$ cat src/rtl/mole_round_scheduler.sv
// Whac-a-mole round sequencer: draws a random mole, times the hit window,
// tracks lives and flags game over on behalf of the game FSM.
module mole_round_scheduler #(
    parameter int unsigned TICK_DIV  = 50000,
    parameter int unsigned NUM_MOLES = 18,
    parameter int unsigned LIVES     = 3,
    parameter int unsigned WIN_L1    = 1000,
    parameter int unsigned WIN_L2    = 700,
    parameter int unsigned WIN_L3    = 400
) (
    input  logic                 clk,
    input  logic                 rst_n,
    input  logic                 start,
    input  logic [1:0]           level,
    input  logic                 abort,
    input  logic                 ready_for_mole,
    input  logic                 timeout_start,
    output logic [NUM_MOLES-1:0] led_number,
    output logic                 timeout,
    output logic [1:0]           lives,
    output logic                 game_over
);

    localparam int unsigned LFSR_W = 16;
    localparam int unsigned IDX_W  = 5;
    localparam int unsigned REM_W  = 10;
    localparam int unsigned PRE_W  = $clog2(TICK_DIV + 1);

    localparam logic [LFSR_W-1:0]    LFSR_SEED  = 16'hACE1;
    localparam logic [IDX_W-1:0]     NO_IDX     = '1;
    localparam logic [PRE_W-1:0]     PRESC_MAX  = PRE_W'(TICK_DIV - 1);
    localparam logic [NUM_MOLES-1:0] LED_ONE    = NUM_MOLES'(1);
    localparam logic [1:0]           LIVES_INIT = 2'(LIVES);

    typedef enum logic [2:0] {
        S_IDLE,
        S_WAIT_REQ,
        S_DRAW,
        S_RUN,
        S_EXPIRE,
        S_OVER
    } state_t;

    state_t                 state_q,      state_d;
    logic [LFSR_W-1:0]      lfsr_q,       lfsr_d;
    logic [IDX_W-1:0]       last_idx_q,   last_idx_d;
    logic [REM_W-1:0]       remaining_q,  remaining_d;
    logic [PRE_W-1:0]       presc_q,      presc_d;
    logic                   seen_start_q, seen_start_d;
    logic [1:0]             level_q,      level_d;
    logic [NUM_MOLES-1:0]   led_q,        led_d;
    logic                   timeout_q,    timeout_d;
    logic [1:0]             lives_q,      lives_d;
    logic                   game_over_q,  game_over_d;

    logic [IDX_W-1:0]       cand_idx;
    logic                   cand_ok;
    logic                   start_ok;
    logic [REM_W-1:0]       win_load;

    // Candidate mole and window length for the latched level
    always_comb begin
        cand_idx = lfsr_q[IDX_W-1:0];
        cand_ok  = (32'(cand_idx) < NUM_MOLES) && (cand_idx != last_idx_q);
        start_ok = start && (level != 2'd0);
        case (level_q)
            2'd1:    win_load = REM_W'(WIN_L1);
            2'd2:    win_load = REM_W'(WIN_L2);
            default: win_load = REM_W'(WIN_L3);
        endcase
    end

    // State register and registered outputs
    always_ff @(posedge clk or negedge rst_n) begin
        if (!rst_n) begin
            state_q      <= S_IDLE;
            lfsr_q       <= LFSR_SEED;
            last_idx_q   <= NO_IDX;
            remaining_q  <= '0;
            presc_q      <= '0;
            seen_start_q <= 1'b0;
            level_q      <= 2'd0;
            led_q        <= '0;
            timeout_q    <= 1'b1;
            lives_q      <= 2'd0;
            game_over_q  <= 1'b0;
        end else begin
            state_q      <= state_d;
            lfsr_q       <= lfsr_d;
            last_idx_q   <= last_idx_d;
            remaining_q  <= remaining_d;
            presc_q      <= presc_d;
            seen_start_q <= seen_start_d;
            level_q      <= level_d;
            led_q        <= led_d;
            timeout_q    <= timeout_d;
            lives_q      <= lives_d;
            game_over_q  <= game_over_d;
        end
    end

    // Next-state and next-output logic; abort overrides everything
    always_comb begin
        state_d      = state_q;
        lfsr_d       = {lfsr_q[LFSR_W-2:0],
                        lfsr_q[15] ^ lfsr_q[13] ^ lfsr_q[12] ^ lfsr_q[10]};
        last_idx_d   = last_idx_q;
        remaining_d  = remaining_q;
        presc_d      = presc_q;
        seen_start_d = seen_start_q;
        level_d      = level_q;
        led_d        = led_q;
        timeout_d    = timeout_q;
        lives_d      = lives_q;
        game_over_d  = game_over_q;

        case (state_q)
            S_IDLE: begin
                if (start_ok) begin
                    level_d     = level;
                    lives_d     = LIVES_INIT;
                    game_over_d = 1'b0;
                    state_d     = S_WAIT_REQ;
                end
            end

            S_WAIT_REQ: begin
                led_d = '0;
                if (ready_for_mole) begin
                    state_d = S_DRAW;
                end
            end

            S_DRAW: begin
                if (cand_ok) begin
                    led_d        = LED_ONE << cand_idx;
                    last_idx_d   = cand_idx;
                    remaining_d  = win_load;
                    presc_d      = '0;
                    seen_start_d = 1'b0;
                    state_d      = S_RUN;
                end
            end

            S_RUN: begin
                if (timeout_start) begin
                    seen_start_d = 1'b1;
                    if (presc_q == PRESC_MAX) begin
                        presc_d     = '0;
                        remaining_d = remaining_q - REM_W'(1);
                        if (remaining_q == REM_W'(1)) begin
                            timeout_d = 1'b0;
                            led_d     = '0;
                            state_d   = S_EXPIRE;
                        end
                    end else begin
                        presc_d = presc_q + PRE_W'(1);
                    end
                end else if (seen_start_q) begin
                    led_d   = '0;
                    state_d = S_WAIT_REQ;
                end
            end

            S_EXPIRE: begin
                timeout_d = 1'b0;
                led_d     = '0;
                if (!timeout_start) begin
                    timeout_d = 1'b1;
                    lives_d   = lives_q - 2'd1;
                    if (lives_q == 2'd1) begin
                        game_over_d = 1'b1;
                        state_d     = S_OVER;
                    end else begin
                        state_d = S_WAIT_REQ;
                    end
                end
            end

            S_OVER: begin
                game_over_d = 1'b1;
                led_d       = '0;
                if (start_ok) begin
                    level_d     = level;
                    lives_d     = LIVES_INIT;
                    game_over_d = 1'b0;
                    state_d     = S_WAIT_REQ;
                end
            end

            default: begin
                state_d = S_IDLE;
            end
        endcase

        if (abort) begin
            state_d     = S_IDLE;
            led_d       = '0;
            lives_d     = 2'd0;
            timeout_d   = 1'b1;
            game_over_d = 1'b0;
        end
    end

    assign led_number = led_q;
    assign timeout    = timeout_q;
    assign lives      = lives_q;
    assign game_over  = game_over_q;

endmodule

$ cat config.mk
export PLATFORM = sky130hd
export DESIGN_NAME = mole_round_scheduler
export DESIGN_NICKNAME = d
export VERILOG_FILES = /design/src/rtl/mole_round_scheduler.sv
export SDC_FILE = /design/constraint.sdc
export NUM_CORES = 1
export LEC_CHECK = 0
export ABC_AREA = 1
export CAP_MARGIN = 20
export CORE_MARGIN = 1.5
export CORE_UTILIZATION = 55
export CTS_CLUSTER_DIAMETER = 50
export DETAILED_ROUTE_END_ITERATION = 7
export DONT_BUFFER_PORTS = 1
export PLACE_DENSITY = 0.7
export SLEW_MARGIN = 20
export SYNTH_ARGS = -nofsm -noshare
export SYNTH_HDL_FRONTEND = slang
export SYNTH_SLANG_ARGS = --single-unit
export TNS_END_PERCENT = 30
$ cat constraint.sdc
create_clock -name clk -period 3.69 [get_ports clk]
set_clock_uncertainty 0.1 [all_clocks]
set_input_delay 0.369 -clock clk [delete_from_list [all_inputs] [get_ports clk]]
set_output_delay 0.369 -clock clk [all_outputs]
set_load 0.02 [all_outputs]
Word level (Yosys, flattened, before mapping)
Cells that the tools add are included.

Flip-flop bits (word level): 75. Input bits: 8.

Muxes and demuxes: 46. Reductions and logical operators: 20. Bitwise gates (word level): 3. Shifts and indexed selects: 1. Magnitude comparators: 1. Equality and inequality tests: 26. $add $sub $neg: 3.

Operators with widths (count): 18-bit two-way mux (6); 18-bit case mux with 3 select lines (1); 16-bit two-way mux (3); 10-bit case mux with 2 select lines (2); 16-bit case mux with 2 select lines (1); 10-bit two-way mux (3); 3-bit two-way mux (10); 3-bit != test (second input constant) (8); 1-bit by 5-bit << shifter with 18-bit output (first input constant) (1); 16-bit by 1-bit adder with 16-bit output (second input constant) (1); 16-bit equality test (second input constant) (1); 3-bit case mux with 5 select lines (1); 1-bit two-way mux (12); 4-bit != test (second input constant) (3); 4-bit AND reduction (3); 10-bit by 1-bit equality test with 1-bit output (second input constant) (1); 10-bit by 1-bit subtractor with 10-bit output (second input constant) (1); 4-bit nonzero test (2); 7-bit AND reduction (1); 3-bit by 2-bit equality test with 1-bit output (second input constant) (2); 3-bit equality test (second input constant) (2); 2-bit two-way mux (3); 2-bit != test (second input constant) (3); 3-bit AND reduction (2); other kinds (19) (27).

Longest topological paths before layout
Depth in word-level cells: 6. Depth in mapped cells: 12. Mapped depth without buffers: 10.

Worst setup path before layout
Ideal clock, no wire load.

Path kind: register -> register. Start: register lfsr_q[0]. End: register led_q[10] (netlist: led_number[10]). Period minus slack after synthesis: 1739 ps. Arrival time: 1518 ps. Data required time: 3469 ps. Cell stages (with the launch flop): 12. Slack: 1951 ps. Buffers on the path: 2. Library setup time: 121 ps. Cell sequence: dfstp_2 -> buf_2 -> nor2_1 -> nor2_1 -> nor2_1 -> nand3_1 -> nand2_2 -> nand2_1 -> nand2_2 -> buf_6 -> o21bai_1 -> nand2_1.

Cells in the longest elaborated chain, start to end: 4.

Ends and longest elaborated chain: start: declaration (line 45) `logic [LFSR_W-1:0] lfsr_q, lfsr_d;`; start signal: assignment (line 89) `lfsr_q <= lfsr_d;`; 5-bit < comparator (tied with other cells) (line 64) `cand_ok = (32'(cand_idx) < NUM_MOLES) && (cand_idx != last_idx_q);`; 1-bit logical AND / 18-bit two-way mux (equally long branches) (line 64, 135); 3-bit != test (no line) / 18-bit case mux with 3 select lines (equally long branches); 5-bit AND reduction (no line) / 18-bit two-way mux (equally long branches); end signal: assignment (line 95) `led_q <= led_d;`; end: declaration (line 51) `logic [NUM_MOLES-1:0] led_q, led_d;`.

Parallel ways exist; a longest one is shown, timed or not. The select of a mux whose other input is x is not followed. A chain may end at the register's enable or synchronous reset.

Worst setup path in the final report
Start: register presc_q[0]. End: register led_q[3] (netlist: led_number[3]).

Cells in the longest elaborated chain, start to end: 3.

Ends and longest elaborated chain: start: declaration (line 48) `logic [PRE_W-1:0] presc_q, presc_d;`; start signal: assignment (line 92) `presc_q <= presc_d;`; 16-bit equality test (line 148) `if (presc_q == PRESC_MAX) begin`; 4-bit != test (no line); 5-bit AND reduction (no line).

No other way between the ends.

==> impl_results.md <==
* Area Growth Syn to Fin at 7.089%
* Fill count at roughly 650
* Syn. warnings at 0
* Layout cell share with drive strength beyond 1 at 0.1144
* Pwr dens at about 480 nW/um^2
* Row count at 31
* Buffers on Ports at 0
* Vias at roughly 3400
* Die area at around 8100 sq um
* DRC at 0
* Routed len/inst at 13.49 um
* Initial Util at 0.5712
* Postcts setup bufs at 0
* Total gr overflow at 0
* Initial antenna violation count at 0
* Root buf cell: clkbuf_8
* Vias in the first global route at approximately 3200
* Min-delay worst type: in -> reg
* DR pass1 iterations at 4
* Seq cells post-synth at 75
* Mux contribution to synthesized area at 0
* Sequential fraction of the synthesis area at 0.4548
* Hold_buf cts at 2
* Largest family of logic cells by synthesized area: simple AND/OR/NAND/NOR gates
* Leakage at 2.244 nW
* # IOs at 30
* Largest net degree at the start of global routing at between 70 and 80
* Max VDD drop at 228.1 uV
* Crit path capture type: flip-flop
* CTS clk-pin slew, worst paths at roughly 0.09 ns
* Tot GR Track Use at 0.2260
* Die height at approximately 90 um
* Final-report setup violation count at 0
* DRT iter0 DRCs at 239
* Worst reg2reg path startpoint: presc_q[0]
* RePlAce Congestion at between 0.8 and 0.9
* Worst EP required at roughly 3.9 ns
* Power Internal at 1.418 mW
* Yosys top cell area share at 0.3665
* # diodes at 0
* Yosys top cell by area: dfrtp_1
* Total clock sinks at 75
* Post_cts resized at 0
* Sequential Power Share at 0.448
* Synth top area cells: dfrtp_1 (37%), nand2_1 (10%), dfstp_2 (8.8%), nand3_1 (7.4%), inv_1 (5.9%)
* Setup_tns at 0 ns
* Switch share at 0.3425
* Synth Area in Compound Gates at 0.1235
* Final Critical Period at 2.379 ns
* Synth Area in Adders at 0.02403
* First-pass GRT wire length at 14.95 mm
* Core area at 7292 sq um
* Post-Syn Area at roughly 4200 sq um
* Status: finished clean
* Xor/xnor share of the synthesized area at 0.01472
* Hpwl dp at approximately 5.9 mm
* Synth Area in Simple Gates at 0.2881
* CTS tree: built
* Cells after Synth at approximately 540
* H-tree Lvls at 3
* Vias/cell at between 5 and 6
* Worst Path Arrival at 2.57 ns
* Final Hold Vio Count at 0
* Total Nets Final at approximately 550
* Comb power frac at 0.212
* Hold_sp: abort
* Crit path from: presc_q[0]
* DP Cell Count at between 600 and 700
* Worst-Margin Slew at slightly above 0.6 ns
* Post-Syn Nets at approximately 550
* CP Class: reg -> reg
* RSZ-0062 raised after global routing: false
* CTS buffer count at 9
* Setup crit start kind: flip-flop
* Relative slew margins at 0.5907
* CP max FO at 22
* PnR worst setup slack at 1.311 ns
* Clock Path Buffers at 2
* Worst slack, placed at about 1.3 ns
* Post-route insts no fill at around 640
* Power share of the clock group at 0.340
* Slew Viols, Final at 0
* Final wirelength at ~8.6 mm
* Unique cell type count in the Yosys netlist at 34
* P_sw at ~0.74 mW
* Fmax at between 0.4 and 0.5 GHz
* DIE WIDTH at between 90 and 100 um
* Max Cap Viol at 0
* Syn avg cell area at 7.757 sq um
* Clock Latency Late Sink at approximately 0.35 ns
* Final ANT Viol Nets at 0
* Final period utilization at 0.6448
power groups by stage:
stage                     combinational (mW)  clock (mW)  sequential [mW]
after CTS                              0.456       0.744            0.966
after global placement                 0.421           0            0.980
after floorplan                        0.367           0            0.966
final                                  0.458       0.733            0.966
after global routing                   0.524       0.778            0.978
after detailed placement               0.427           0            0.981
registers in the layout, indices dropped and copies added (netlist names):
name	flops
game_over	1
last_idx_q	5
state_q	3
lives	2
seen_start_q	1
led_number	18
presc_q	16
lfsr_q	16
level_q	2
timeout	1
remaining_q	10
layer usage:
metal	wire, um	track usage	vias up
met4	140	0.06878	0
li1	-	-	1728
met5	0	0	-
met3	400	0.05499	14
met2	3910	0.3453	76
met1	4198	0.3186	1614
cell usage in the layout (no fill, tap or decap), types with 2 or more instances in the layout:
master	count
o21bai_1	21
nor3_1	6
o21ai_0	13
o21ai_1	31
nand2_4	2
inv_1	65
nand2_1	116
o211ai_1	4
a21oi_1	14
nand4_1	9
or2_2	2
o22ai_1	2
xor2_1	3
inv_6	2
nand3_2	2
inv_2	15
dfstp_2	14
bufinv_16	2
nand3_1	62
nor2_1	55
ha_1	8
nand2_2	3
dfrtp_1	61
xnor2_1	4
nor3_2	3
clkbuf_8	9
nor2_2	2
through the flow:
stage                       util  instance area (sq um)  hold WS (ns)  power [mW]
after floorplan                -                   4165      -0.02659       1.333
after global placement    0.5757                   4198      -0.02505       1.401
after detailed placement  0.5757                   4198      -0.02508       1.408
after CTS                 0.6117                   4461       0.03323       2.167
after global routing      0.6117                   4461       0.03864       2.280
final                     0.6117                   4461       0.04132       2.157
worst max-delay path, stage by stage, from the launching register on:
cell	delay [ns]
dfrtp_1	0.42
ha_1	0.21
nand3_1	0.16
nor2_1	0.13
nand2_1	0.11
nand3_1	0.10
nand3_2	0.37
inv_2	0.44
nand3_1	0.15
nand2_1	0.12
cell type report:
type,instances,area [sq um],share of cell area
Tap cell,99,123.9,0.02777
Multi-Input combinational cell,368,1876,0.4205
Clock inverter,6,97.59,0.02188
Timing Repair Buffer,2,37.54,0.008415
Inverter,81,304.0,0.06816
Sequential cell,75,1894,0.4247
Clock buffer,10,127.6,0.02861
synthesized netlist by cell type:
master	count
a21oi_1	14
a21oi_4	1
buf_2	7
buf_4	3
buf_6	3
clkinv_1	1
dfrtp_1	61
dfstp_2	14
ha_1	8
inv_1	65
inv_2	15
nand2_1	116
nand2_2	3
nand2_4	2
nand3_1	62
nand3_2	2
nand3b_1	1
nand4_1	9
nor2_1	55
nor2_2	2
nor2_4	1
nor2_8	1
nor3_1	6
nor3_2	3
nor4_1	1
o211ai_1	4
o21ai_0	13
o21ai_1	31
o21bai_1	21
o22ai_1	2
o31ai_1	1
or2_2	2
xnor2_1	4
xor2_1	3
final timing paths:
path	end	slack, ns	cells after the start
max in group asynchronous	lfsr_q[15]	2.67	2
min	timeout	0.04	2
max reg2reg	led_number[3]	1.31	9
min in group asynchronous	led_number[6]	0.50	2
max	led_number[3]	1.31	9
min reg2reg	lfsr_q[9]	0.26	0
cells by family after synthesis:
family          Yosys count
simple gates            266
buf+inv                  94
compound gates           87
flops                    75
fa+ha+maj                 8
xor+xnor                  7
(Power assumes the default switching activity.)
